<file path="config.mk">
export PLATFORM = sky130hd
export DESIGN_NAME = branch_resolution_ctrl
export DESIGN_NICKNAME = d
export VERILOG_FILES = /design/src/rtl/bp_pkg.sv /design/src/rtl/bp_inflight_fifo.sv /design/src/rtl/branch_resolution_ctrl.sv
export SDC_FILE = /design/constraint.sdc
export NUM_CORES = 1
export LEC_CHECK = 0
export BUFFER_PORTS_ARGS = -buffer_cell sky130_fd_sc_hd__buf_2
export CAP_MARGIN = 20
export CORE_MARGIN = 4
export CORE_UTILIZATION = 26
export CTS_BUF_LIST = sky130_fd_sc_hd__clkbuf_16
export DETAILED_ROUTE_END_ITERATION = 8
export SLEW_MARGIN = 5
export SYNTH_ARGS = -nofsm -noshare
export SYNTH_HDL_FRONTEND = slang
export SYNTH_SLANG_ARGS = --single-unit
</file>
<file path="constraint.sdc">
create_clock -name clk -period 8.8 [get_ports clk]
set_clock_uncertainty 0.15 [all_clocks]
set_input_delay 0.44 -clock clk [delete_from_list [all_inputs] [get_ports clk]]
set_output_delay 0.44 -clock clk [all_outputs]
set_load 0.01 [all_outputs]
</file>
<file path="src/rtl/bp_pkg.sv">
// Shared definitions for the branch-resolution controller and the predictor benches:
// record layout, controller state encoding and the mispredict compare.
package bp_pkg;

  localparam int GHR_W_DEFAULT = 5;
  localparam int PC_W          = 32;

  // Per-instruction prediction fields. The GHR snapshot is kept outside this struct
  // so its width can follow the GHR_W parameter of the instantiating module.
  typedef struct packed {
    logic [PC_W-1:0] pc;
    logic            pred_taken;
    logic [PC_W-1:0] pred_target;
  } rec_base_t;

  localparam int REC_BASE_W = $bits(rec_base_t);

  typedef enum logic {
    ST_RUN   = 1'b0,
    ST_FLUSH = 1'b1
  } state_t;

  // A branch mispredicts on a wrong direction, or on a taken branch whose BTB target
  // was stale. A jump is always taken, so a not-taken prediction or a wrong target mispredicts.
  function automatic logic is_mispredict(
    input logic            is_branch,
    input logic            pred_taken,
    input logic [PC_W-1:0] pred_target,
    input logic            taken,
    input logic [PC_W-1:0] target
  );
    if (is_branch)
      return (taken != pred_taken) || (taken && (target != pred_target));
    else
      return !pred_taken || (target != pred_target);
  endfunction

endpackage

</file>
<file path="src/rtl/bp_inflight_fifo.sv">
// Generic DEPTH-entry circular record FIFO with push, pop, clear and occupancy.
// A push into a full FIFO is legal when a pop happens in the same cycle.
module bp_inflight_fifo #(
  parameter int DEPTH = 4,
  parameter int WIDTH = 8
) (
  input  logic                     clk,
  input  logic                     reset,
  input  logic                     push,
  input  logic                     pop,
  input  logic                     clear,
  input  logic [WIDTH-1:0]         wdata,
  output logic [WIDTH-1:0]         rdata,
  output logic [$clog2(DEPTH):0]   occupancy
);

  localparam int PTR_W = $clog2(DEPTH);

  logic [WIDTH-1:0] mem [DEPTH];
  logic [PTR_W-1:0] head;
  logic [PTR_W-1:0] tail;
  logic [PTR_W:0]   count;

  // Pointers wrap naturally because DEPTH is a power of two.
  always_ff @(posedge clk) begin
    if (reset || clear) begin
      head  <= '0;
      tail  <= '0;
      count <= '0;
    end else begin
      if (push) tail <= tail + PTR_W'(1);
      if (pop)  head <= head + PTR_W'(1);
      case ({push, pop})
        2'b10:   count <= count + (PTR_W+1)'(1);
        2'b01:   count <= count - (PTR_W+1)'(1);
        default: count <= count;
      endcase
    end
  end

  // NOTE: storage is deliberately not reset; occupancy alone decides which entries are live.
  always_ff @(posedge clk) begin
    if (push && !clear) mem[tail] <= wdata;
  end

  assign rdata     = mem[head];
  assign occupancy = count;

endmodule

</file>
<file path="src/rtl/branch_resolution_ctrl.sv">
// Tracks in-flight control instructions, resolves them against their gshare prediction,
// drives flush/redirect/history recovery and sequences the predictor training write.
module branch_resolution_ctrl
  import bp_pkg::*;
#(
  parameter int DEPTH        = 4,
  parameter int GHR_W        = GHR_W_DEFAULT,
  parameter int FLUSH_CYCLES = 2
) (
  input  logic                     clk,
  input  logic                     reset,
  input  logic                     push_valid,
  input  logic [31:0]              push_pc,
  input  logic                     push_pred_taken,
  input  logic [31:0]              push_pred_target,
  input  logic [GHR_W-1:0]         push_ghr,
  output logic                     push_ready,
  input  logic                     resolve_valid,
  input  logic                     resolve_is_branch,
  input  logic                     resolve_taken,
  input  logic [31:0]              resolve_target,
  output logic                     flush,
  output logic [31:0]              redirect_pc,
  output logic                     ghr_restore_valid,
  output logic [GHR_W-1:0]         ghr_restore,
  output logic                     upd_valid,
  output logic                     upd_is_branch,
  output logic [31:0]              upd_pc,
  output logic                     upd_taken,
  output logic [31:0]              upd_target,
  output logic [GHR_W-1:0]         upd_ghr,
  output logic                     upd_mispredict,
  output logic [$clog2(DEPTH):0]   occupancy,
  output logic                     resolve_err
);

  localparam int OCC_W = $clog2(DEPTH) + 1;
  localparam int REC_W = REC_BASE_W + GHR_W;
  localparam int CNT_W = (FLUSH_CYCLES > 1) ? $clog2(FLUSH_CYCLES) : 1;

  state_t           state, state_next;
  logic [CNT_W-1:0] cnt, cnt_next;

  rec_base_t        push_base, head_base;
  logic [GHR_W-1:0] head_ghr;
  logic [REC_W-1:0] fifo_rdata;

  logic in_run, resolve_act, has_head, do_resolve, mispredict, push_acc;

  assign in_run      = (state == ST_RUN);
  assign resolve_act = in_run && resolve_valid;
  assign has_head    = (occupancy != '0);
  assign do_resolve  = resolve_act && has_head;
  assign {head_base, head_ghr} = fifo_rdata;

  assign mispredict = do_resolve &&
                      is_mispredict(resolve_is_branch, head_base.pred_taken,
                                    head_base.pred_target, resolve_taken, resolve_target);

  // The resolving pop frees a slot in the same cycle, so a full queue can still accept.
  assign push_ready = in_run && ((occupancy < OCC_W'(DEPTH)) || resolve_valid);
  // A push alongside a mispredict is wrong-path and must not survive the clear.
  assign push_acc   = push_valid && push_ready && !mispredict;

  assign push_base.pc          = push_pc;
  assign push_base.pred_taken  = push_pred_taken;
  assign push_base.pred_target = push_pred_target;

  bp_inflight_fifo #(
    .DEPTH (DEPTH),
    .WIDTH (REC_W)
  ) u_fifo (
    .clk       (clk),
    .reset     (reset),
    .push      (push_acc),
    .pop       (do_resolve),
    .clear     (mispredict),
    .wdata     ({push_base, push_ghr}),
    .rdata     (fifo_rdata),
    .occupancy (occupancy)
  );

  always_ff @(posedge clk) begin
    if (reset) begin
      state <= ST_RUN;
      cnt   <= '0;
    end else begin
      // NOTE: sequential state uses non-blocking assignments so every register samples pre-edge values.
      state <= state_next;
      cnt   <= cnt_next;
    end
  end

  // NOTE: next-state values are defaulted first so no path through the block infers a latch.
  always_comb begin
    state_next = state;
    cnt_next   = cnt;
    case (state)
      ST_RUN: begin
        if (mispredict) begin
          state_next = ST_FLUSH;
          cnt_next   = '0;
        end
      end
      ST_FLUSH: begin
        if (cnt == CNT_W'(FLUSH_CYCLES - 1)) begin
          state_next = ST_RUN;
          cnt_next   = '0;
        end else begin
          cnt_next = cnt + CNT_W'(1);
        end
      end
      default: state_next = ST_RUN;
    endcase
  end

  // Registered result of the resolve, visible the cycle after resolve_valid.
  always_ff @(posedge clk) begin
    if (reset) begin
      flush             <= 1'b0;
      redirect_pc       <= '0;
      ghr_restore_valid <= 1'b0;
      ghr_restore       <= '0;
      upd_valid         <= 1'b0;
      upd_is_branch     <= 1'b0;
      upd_pc            <= '0;
      upd_taken         <= 1'b0;
      upd_target        <= '0;
      upd_ghr           <= '0;
      upd_mispredict    <= 1'b0;
      resolve_err       <= 1'b0;
    end else begin
      flush             <= mispredict;
      ghr_restore_valid <= mispredict;
      upd_valid         <= do_resolve;
      if (resolve_act && !has_head) resolve_err <= 1'b1;
      if (do_resolve) begin
        upd_is_branch  <= resolve_is_branch;
        upd_pc         <= head_base.pc;
        upd_taken      <= resolve_taken;
        upd_target     <= resolve_target;
        upd_ghr        <= head_ghr;
        upd_mispredict <= mispredict;
      end
      if (mispredict) begin
        redirect_pc <= resolve_taken ? resolve_target : head_base.pc + 32'd4;
        // Jumps never shift the BHSR, so their snapshot is already the right history.
        ghr_restore <= resolve_is_branch ? {head_ghr[GHR_W-2:0], resolve_taken} : head_ghr;
      end
    end
  end

endmodule

</file>
# Word-level counts from Yosys, hierarchy flattened

Memories as Yosys holds them, arrays and structs flattened. A register that Yosys moved wholly into a read port is not among the register bits.
Cells that the tools add are included.

Word-level logic and storage cells: 62
Memory bits (writable): 280
Register bits after elaboration: 121
Memories kept: 1
Bits of input ports: 108

Magnitude comparators: 1
Bitwise logic cells: 1
$add $sub $neg: 6
Reduce and logical (&&, ||, !) cells: 18
Mux-type cells: 14
Equality and inequality tests: 5

Memory list:

| name       | words | width | rd ports | clocked after memory_dff | wr ports | RTL line               | text |
|---|---|---|---|---|---|---|---|
| u_fifo.mem | 4     | 70    | 1        | 1                        | 1        | bp_inflight_fifo.sv:19 | `logic [WIDTH-1:0] mem [DEPTH];` |

Operators with widths:

| kind                    | number |
|---|---|
| $add A32 B3 Y32 const B | 1 |
| $mux W32                | 1 |
| $ne A32 B32 Y1          | 1 |
| $logic_and A1 B1 Y1     | 9 |
| $mux W1                 | 7 |
| $pmux W3 S2             | 1 |
| $mux W5                 | 1 |
| $add A2 B1 Y2 const B   | 2 |
| $logic_or A1 B1 Y1      | 4 |
| $mux W2                 | 2 |
| $pmux W1 S2             | 2 |
| $add A3 B1 Y3 const B   | 1 |
| $logic_not A1 Y1        | 3 |
| $lt A3 B3 Y1 const B    | 1 |
| $reduce_bool A3 Y1      | 1 |
| $sub A3 B1 Y3 const B   | 1 |
| $eq A2 B1 Y1 const B    | 1 |
| $eq A2 B2 Y1 const B    | 1 |
| $ne A2 B1 Y1 const B    | 1 |
| $reduce_bool A2 Y1      | 1 |
| $add A1 B1 Y1 const B   | 1 |
| $ne A1 B1 Y1            | 1 |
| $not A1 Y1              | 1 |

# Depth between registers and ports, before layout

Gate-level depths: netlist of the first run.

Depth in word-level cells: 10
Gate-level depth with buffers: 20
Mapped depth without buffers: 14

# Modules after synthesis

From an unflattened synthesis of the first run, not the netlist that was laid out.

Cell total of the unflattened synthesis: 1076
Area, all modules: 15970.3 um^2

Modules (own cells, without submodules):

| module                 | cells each | instances | sequential area each (um^2) | area each (um^2) |
|---|---|---|---|---|
| bp_inflight_fifo       | 409        | 1         | 8588.2                      | 10597.7 |
| branch_resolution_ctrl | 667        | 1         | 2282.2                      | 5372.7 |

# Least setup slack after synthesis of the first run

Ideal clock, no wire load.

Kind: reg-to-reg
Start: register (tool-made name)
End: memory u_fifo.mem[0][0] (netlist bit), enable pin
Slack: 0.960 ns
Period minus slack after synthesis: 7.840 ns
Data required time: 8.051 ns
Cell stages (with the launch flop): 11
Library setup time: 0.599 ns
Arrival time: 7.092 ns
Cell sequence: dfxtp_1 -> buf_6 -> buf_12 -> mux4_2 -> xnor2_1 -> nor4_1 -> nand4_1 -> nor2_1 -> buf_4 -> a21oi_4 -> nor3b_1

RTL lines:

| what          | RTL line |
|---|---|
| end, declared | bp_inflight_fifo.sv:19 |

==> results by stage, run 1 <==
Status:
- The flow ran to the end, and the final reports show no timing, DRC or antenna violations.

Detailed routing:
- The count of routing violations after the opening detailed-route iteration is 1054.
- The per-cell via count in the routed design is 4.56.
- Dividing the detail-routed wire length by the instance count gives 21.5 microns.
- The routed via count is 10600.
- In the routed design, unresolved DRC markers number 0.
- For this block, the routed nets add up to 49.7 mm of wire.
- The count of nets left with antenna violations once routing finished came out at 0.
- For this run, the detailed router's first-pass iteration total came to 7.

Timing:
- Derived from the worst setup path, the maximum achievable clock frequency is 174 MHz.
- The relative slew slack is 33.8%.
- Setup repair after global routing left no endpoint under its margin.
- The final worst-path cycle share is 65.4%.
- Setup total negative slack on the finished layout was measured at 0 ns.
- At the pin with the least slew margin, the transition time is 0.990 ns.
- The setup-violating endpoint count in the final report is 0.
- The clock period minus worst slack is 5.75 ns.
- The max-slew violation count is 0.
- The count of endpoints failing hold in the final timing report was 0.

Worst setup path:
- The worst setup path is launched from a register.
- Data on the critical path arrives at its endpoint at 5.77 ns.
- The critical path class is reg -> reg.
- Of all nets on the critical path, the largest fanout is 61.
- The endpoint kind of the worst setup timing path is a register.
- The endpoint required time on the critical path is 8.82 ns.

Yosys:
- The main flop type after synthesis is edfxtp_1.
- Synthesis handed over a netlist of 1143 instances.
- Averaged over all synthesized cells, the footprint is 14.3 sq um.
- After synthesis, the most frequently instantiated cells are edfxtp_1 (280), nand2_1 (201), dfxtp_1 (123).
- The number of nets handed over by synthesis was 1258.
- Yosys printed 0 warnings.
- The number of synthesized flops with an enable pin is 280.
- The number of distinct standard cells referenced by the synthesized netlist is 57.
- In the post-synthesis netlist, the cell with the most instances is edfxtp_1.
- By area the synthesized netlist is led by edfxtp_1 (52%), dfxtp_1 (15%), mux4_2 (8.3%).
- After synthesis the netlist holds a flip-flop and latch count of 403.
- The fraction of post-synthesis cell area in the top cell type by area is 51.6%.
- The most area-hungry cell type in the Yosys netlist is edfxtp_1.
- The cell area that synthesis handed to floorplanning was 16300 sq um.
- Sequential elements use 66.7% of the synthesized area.
- Counting flops with an async set or reset pin after synthesis yields a share of 0%.

Finish:
- After routing the design area is 20300 sq um.
- In the final layout, flip-flops and latches occupy 10900 sq um.
- The layout net count is 1551.
- The number of filler instances in the final layout is 6237.
- The layout overhead on the synthesized area is 24.6%.
- The fraction of layout cells with a size suffix above 1 is 27.1%.
- The area used by multi-input combinational logic is 4880 sq um.

Clock network:
- The hold buffer count at CTS is 76.
- The number of clock buffers added by TritonCTS is 44.
- The post-cts gate resize count is 0.
- After clock tree synthesis, the setup repair step added 0 buffers.
- The root cell of the clock tree is clkbuf_16.
- The total number of H-tree levels is 2.
- After clock tree synthesis, the clock-pin slew on the worst setup and hold paths is 0.06 ns.
- Counting along the longest clock path gives a buffer depth of 3.
- The TritonCTS clock tree is yes.
- The clock sink count is 403.
- Clock latency on the worst-skew pair, taken at its later pin, is 0.58 ns.

Die:
- The area of the die is 66800 sq um.
- The placeable core area is 61900 sq um.
- The overall die width is 258 microns.
- The die is 258 microns tall.
- After floorplanning, the core was divided into 91 placement rows.
- The effective utilization at floorplan is 26.3%.
- For this design the top-level I/O count stands at 225.

Placed design:
- The placed instances occupy a cell area of 18200 sq um.
- At the end of routability-driven placement, the weighted congestion stood at 0.786.
- The count of buffers from port buffering is 224.
- The sum of net half-perimeters after detailed placement is 34.8 mm.

Pwr:
- Power spread over the standard cell area amounts to 307 nW/um^2.
- The net switching component of the power is 0.00205 W.
- The proportion of power drawn by combinational gates is 30.2%.
- Net switching is 32.9% of the power.
- The static leakage is 7.31 nW.
- Internal power comes to 0.00418 W.
- The peak supply drop is 0.139 mV.
- The share of total power dissipated in the clock network is 28.1%.
- The fraction of power consumed by sequential logic is 41.8%.

Min path:
- The path category of the worst min-delay check is in -> reg.

GRT:
- Global routing consumed, over all layers together, 14.6% of the routing resources.
- The first global-routing pass estimated 72.2 mm of wire.
- The via count of the first global-routing pass is 10600.
- The maximum number of pins on one net before global-route repair is 75.
- Global routing finished with a remaining overflow of 0.
- The number of antenna violations at the first check in global routing is 11.

Run:
- The number of violations of the max-capacitance limit is 0.
-- critical path: stages (launching register included) --
cell and delay [ns]:
dfxtp_4 0.40, buf_4 0.60, mux4_2 0.61, xnor2_1 0.14
nor4_1 0.38, nand4_1 0.19, nor2_1 0.78, a21oi_4 0.31
nor3b_2 0.81, buf_4 0.86
-- power groups by stage --
stage                     Sequential (W)  Combinational, W  Clock [W]
after detailed placement         0.00265           0.00187          0
after global placement           0.00263           0.00185          0
after floorplan                  0.00271           0.00124          0
final                            0.00261           0.00188    0.00175
after CTS                        0.00261           0.00191    0.00179
after global routing             0.00265           0.00205    0.00188
-- area by class of cell --
class / instances / share of cell area (%)
repair buffers: 316 / 9.86
multi-input cells: 632 / 24.0
diodes: 5 / 0.0615
clock buffers: 45 / 5.54
inverters: 39 / 0.720
flip-flops and latches: 403 / 53.5
clock inverters: 35 / 1.15
well taps: 837 / 5.15
-- per-stage QoR --
step	hold slack, ns	util [%]	total power, W	std cells	setup slack, ns
final	0.0417	32.8	0.00624	2312	3.05
after CTS	0.00869	32.8	0.00631	2307	2.99
after floorplan	0.319	-	0.00394	1143	0.960
after global placement	0.288	29.4	0.00448	2151	3.23
after global routing	0.0196	32.8	0.00658	2311	2.65
after detailed placement	0.294	29.4	0.00452	2151	3.04
-- metal layers --
metal,global-route usage [%],share of wire [%]
met5,0,0.054
met4,3.57,1.8
met3,3.79,8.3
met2,23.0,46
met1,20.1,44
-- logic make-up after synthesis --
| logic type | synth area share, % |
|---|---|
| xor gates and xnor gates | 3.11 |
| and+or+nand+nor | 7.99 |
| muxes | 12.2 |
| AOI/OAI and AO/OA | 5.91 |
| adders and majority gates | 0.583 |
| DFF | 66.7 |
| buffers and inverters | 3.57 |
-- layout by cell type (no fill, tap or decap), drive strengths merged, types with 10 or more instances in the layout --
cell type      n
edfxtp       280
mux4          62
xor2          14
o21ai         30
mux2i         47
nand4         15
dlygate4sd3   76
clkbuf        45
nand3         13
clkinv        12
nor2          12
nor3          10
buf          240
dfxtp        123
inv           59
a21oi         98
mux2          10
a211oi        17
xnor2         44
nand2        201
-- worst paths after layout --
path | slack [ns] | cells past startpoint | end | from
worst min register to register | 0.30 | 2 | upd_pc[1]$_SDFFE_PP0P_ | upd_pc[1]$_SDFFE_PP0P_
worst max-delay path | 3.05 | 9 | u_fifo.mem[0][54]$_DFFE_PP_ | register
worst min-delay path | 0.04 | 3 | upd_target[10]$_SDFFE_PP0P_ | resolve_target[10]
worst max register to register | 3.05 | 9 | u_fifo.mem[0][54]$_DFFE_PP_ | register
-- flip-flops by register name, summed over array words and instances (netlist names), 2 cells and up, named ones only --
signal and flops:
redirect_pc 32, u_fifo.mem 280, u_fifo.tail 2, upd_ghr 5, u_fifo.head 2, u_fifo.occupancy 3
upd_target 32, ghr_restore 5, upd_pc 32
(Power assumes the default switching activity.)
==> run 2: changes to the inputs <==
==> constraint.sdc (replaced) <==
create_clock -name clk -period 5.14 [get_ports clk]
set_clock_uncertainty 0.15 [all_clocks]
set_input_delay 0.257 -clock clk [delete_from_list [all_inputs] [get_ports clk]]
set_output_delay 0.257 -clock clk [all_outputs]
set_load 0.01 [all_outputs]
==> run 2 against run 1 <==
  * Non-clock buffer count is 33 higher
  * Cell count is 1.6% higher
  * Maximum frequency is 38% higher
  * Total power is 72% higher
  * Critical path depth is 1 lower
  * Register-to-register slack worse by 2.1 ns
  * Critical path type unchanged
  * Largest cell class unchanged
==> results by stage, run 2 (same netlist as run 1, synthesis figures left out) <==
Status:
- The run finished with clean final reports.

Placed design:
- The count of buffers added on input and output ports is 224.
- Routability-driven placement finished with a final weighted congestion of 0.787.
- Once placement completed, the tool counted placed cells totaling 2155.
- After legalization and detailed placement, the total HPWL measured 35.0 mm.
- The instance area at placement is 18300 sq um.

Worst setup path:
- The endpoint kind of the worst setup timing path is a register.
- The slowest stage of the critical path is the dfxtp_4 cell.
- The critical path goes through mux4_2, xnor2_1, o2111ai_1, a2111oi_2, and4_1, a21oi_4, nor3b_4, buf_12.
- The worst setup path is of the reg -> reg kind.
- The nature of the critical path startpoint is a register.
- The worst path buffer plus inverter count is 1.
- STA puts the critical path data required time at 5.20 ns.
- The delay of the slowest cell on the worst path is 0.91 ns.
- The category of cells accounting for the largest share of critical-path delay is flip-flops.
- Data on the critical path arrives at its endpoint at 4.23 ns.
- The maximum fanout along the worst path is 70.

Die:
- The area of the die is 66800 sq um.
- The overall die width is 258 microns.
- The core region is 61900 sq um.
- The floorplan has 91 rows.
- The overall die height is 258 microns.
- The effective utilization at floorplan is 26.3%.
- 225 I/O pins were placed.

Clock network:
- Gates resized during post-CTS repair numbered 0.
- The post-CTS setup buffer count is 0.
- The clock latency of the later-clocked register in the worst-skew pair is 0.58 ns.
- Counting the buffers created by CTS gives 43.
- The total number of H-tree levels is 2.
- The clock input transition at the sequential cells of the worst setup and hold paths is 0.06 ns.
- The cell sitting at the root of the clock tree is a clkbuf_16.
- TritonCTS built the clock tree.
- The buffer depth of the longest clock path is 3.
- The clock sink count is 403.

Timing:
- The final worst-path cycle share is 81.1%.
- The max-slew violation count was 0.
- The smallest clock period supported by the final layout is computed as 4.17 ns.
- The final hold slack is 0.132 ns.
- The count of endpoints failing hold in the final timing report is 0.
- For the pin with the worst max-slew slack, the measured transition is 0.938 ns.
- Derived from the worst setup path, the maximum achievable clock frequency is 240 MHz.
- Setup violations remaining at the end of the flow were counted as 0.
- The relative slew slack is 37.5%.
- Setup repair after global routing left no endpoint under its margin.

Detailed routing:
- The highest layer used for signal routing is met5.
- The total met3 wirelength after detailed routing is 4.80 mm.
- Wires add up to 50.0 mm.
- The first-pass iteration count of the detailed router is 5.
- The average wire per standard cell is 21.3 microns.
- The number of DRC violations after detailed routing is 0.
- The per-cell via count in the routed design is 4.57.
- The count of routing violations after the opening detailed-route iteration is 1042.
- The wire length on met1 is 21.4 mm.
- The routed via count is 10700.
- The number of nets with antenna violations after detailed routing is 0.
- Detailed routing placed a total of 23.1 mm of wire on met2.

Finish:
- Counting flops per register, the top entry is u_fifo.mem.
- The register with the most flip-flops in the layout has 280 of them.
- The leading cell type in the layout, fill and taps excluded is edfxtp_1.
- From synthesis to final layout, the design area changed by 26.9%.
- Excluding fillers, the count of instances in the completed layout stands at 2348.
- The final cell area excluding filler cells is 20700 sq um.
- Leaving out fill and tap cells, the most frequent cells in the layout are edfxtp_1 (280), buf_2 (223), nand2_1 (201), dfxtp_1 (121), dlygate4sd3_1 (105).
- The fraction of layout cells with a size suffix above 1 is 26.4%.
- The net count of the finished layout is 1583.

Pwr:
- The completed layout was analyzed and its total power is 0.0107 W.
- Summed over all cells, the static leakage comes to 7.45 nW.
- The peak supply drop is 0.324 mV.
- Power spread over the standard cell area amounts to 517 nW/um^2.

GRT:
- Entering global routing, the biggest net connects 75 pins.
- The number of antenna violations at the first check in global routing is 12.
- The via count of the first global-routing pass is 10600.
- The global-route wire length before repair is 72.4 mm.
- Summed over all layers, the global routing overflow is 0.
- The overall routing resource usage is 14.6%.

Run:
- The number of violations of the max-capacitance limit is 0.

Min path:
- The worst hold path belongs to the class in -> reg.
-- run 2: layer usage --
layer  global-route usage (%)  up-vias
met5                        0        -
met3                     4.27       66
met4                     2.50        6
met1                     20.2     5373
li1                         -     4865
met2                     23.2      428
-- run 2: final cells by class --
type	instances	area, sq um
antenna	8	20.0
clock buffer	43	1080
clock inverter	37	260
fill	6129	41200
inverter	39	146
multi-input combinational	632	4900
sequential	403	10900
tap	837	1050
timing repair buffer	349	2370
-- run 2: stage by stage --
| stage | utilization [%] | TNS (ns) | setup slack, ns |
|---|---|---|---|
| after floorplan | - | -50.22 | -0.239 |
| after global placement | 29.5 | 0 | 1.02 |
| after detailed placement | 29.5 | 0 | 0.920 |
| after CTS | 33.4 | 0 | 0.910 |
| after global routing | 33.4 | 0 | 0.660 |
| final | 33.4 | 0 | 0.973 |
-- run 2: worst paths after layout --
kind              cells past startpoint                               end  slack (ns)                        start
setup / recovery                      8        u_fifo.mem[0][5]$_DFFE_PP_        0.97                     register
hold / removal                        5  u_fifo.occupancy[1]$_SDFFE_PP0P_        0.13                   push_valid
setup reg to reg                      8        u_fifo.mem[0][5]$_DFFE_PP_        0.97                     register
hold reg to reg                       2       upd_target[11]$_SDFFE_PP0P_        0.30  upd_target[11]$_SDFFE_PP0P_
-- run 2: power by group --
| part | switching, W | internal, W | leakage (nW) | total (W) |
|---|---|---|---|---|
| combinational | 0.00192 | 0.00130 | 3.17 | 0.00322 |
| clock | 0.00130 | 0.00164 | 0.717 | 0.00294 |
| sequential | 0.000333 | 0.00420 | 3.56 | 0.00454 |
-- run 2: worst reg2reg max path, delay by kind of cell, from the launching register on --
kind / cells / cell delay (ns)
flops: 1 / 0.91
simple gates: 2 / 0.78
compound gates: 3 / 0.69
mux: 1 / 0.63
buf+inv: 1 / 0.41
xor+xnor: 1 / 0.17
-- run 2: timing repair --
item / in CTS / in global routing
hold buffers: 105 / 0
endpoints found under the setup margin: 0 / 0
endpoints found under the hold margin: 323 / 0
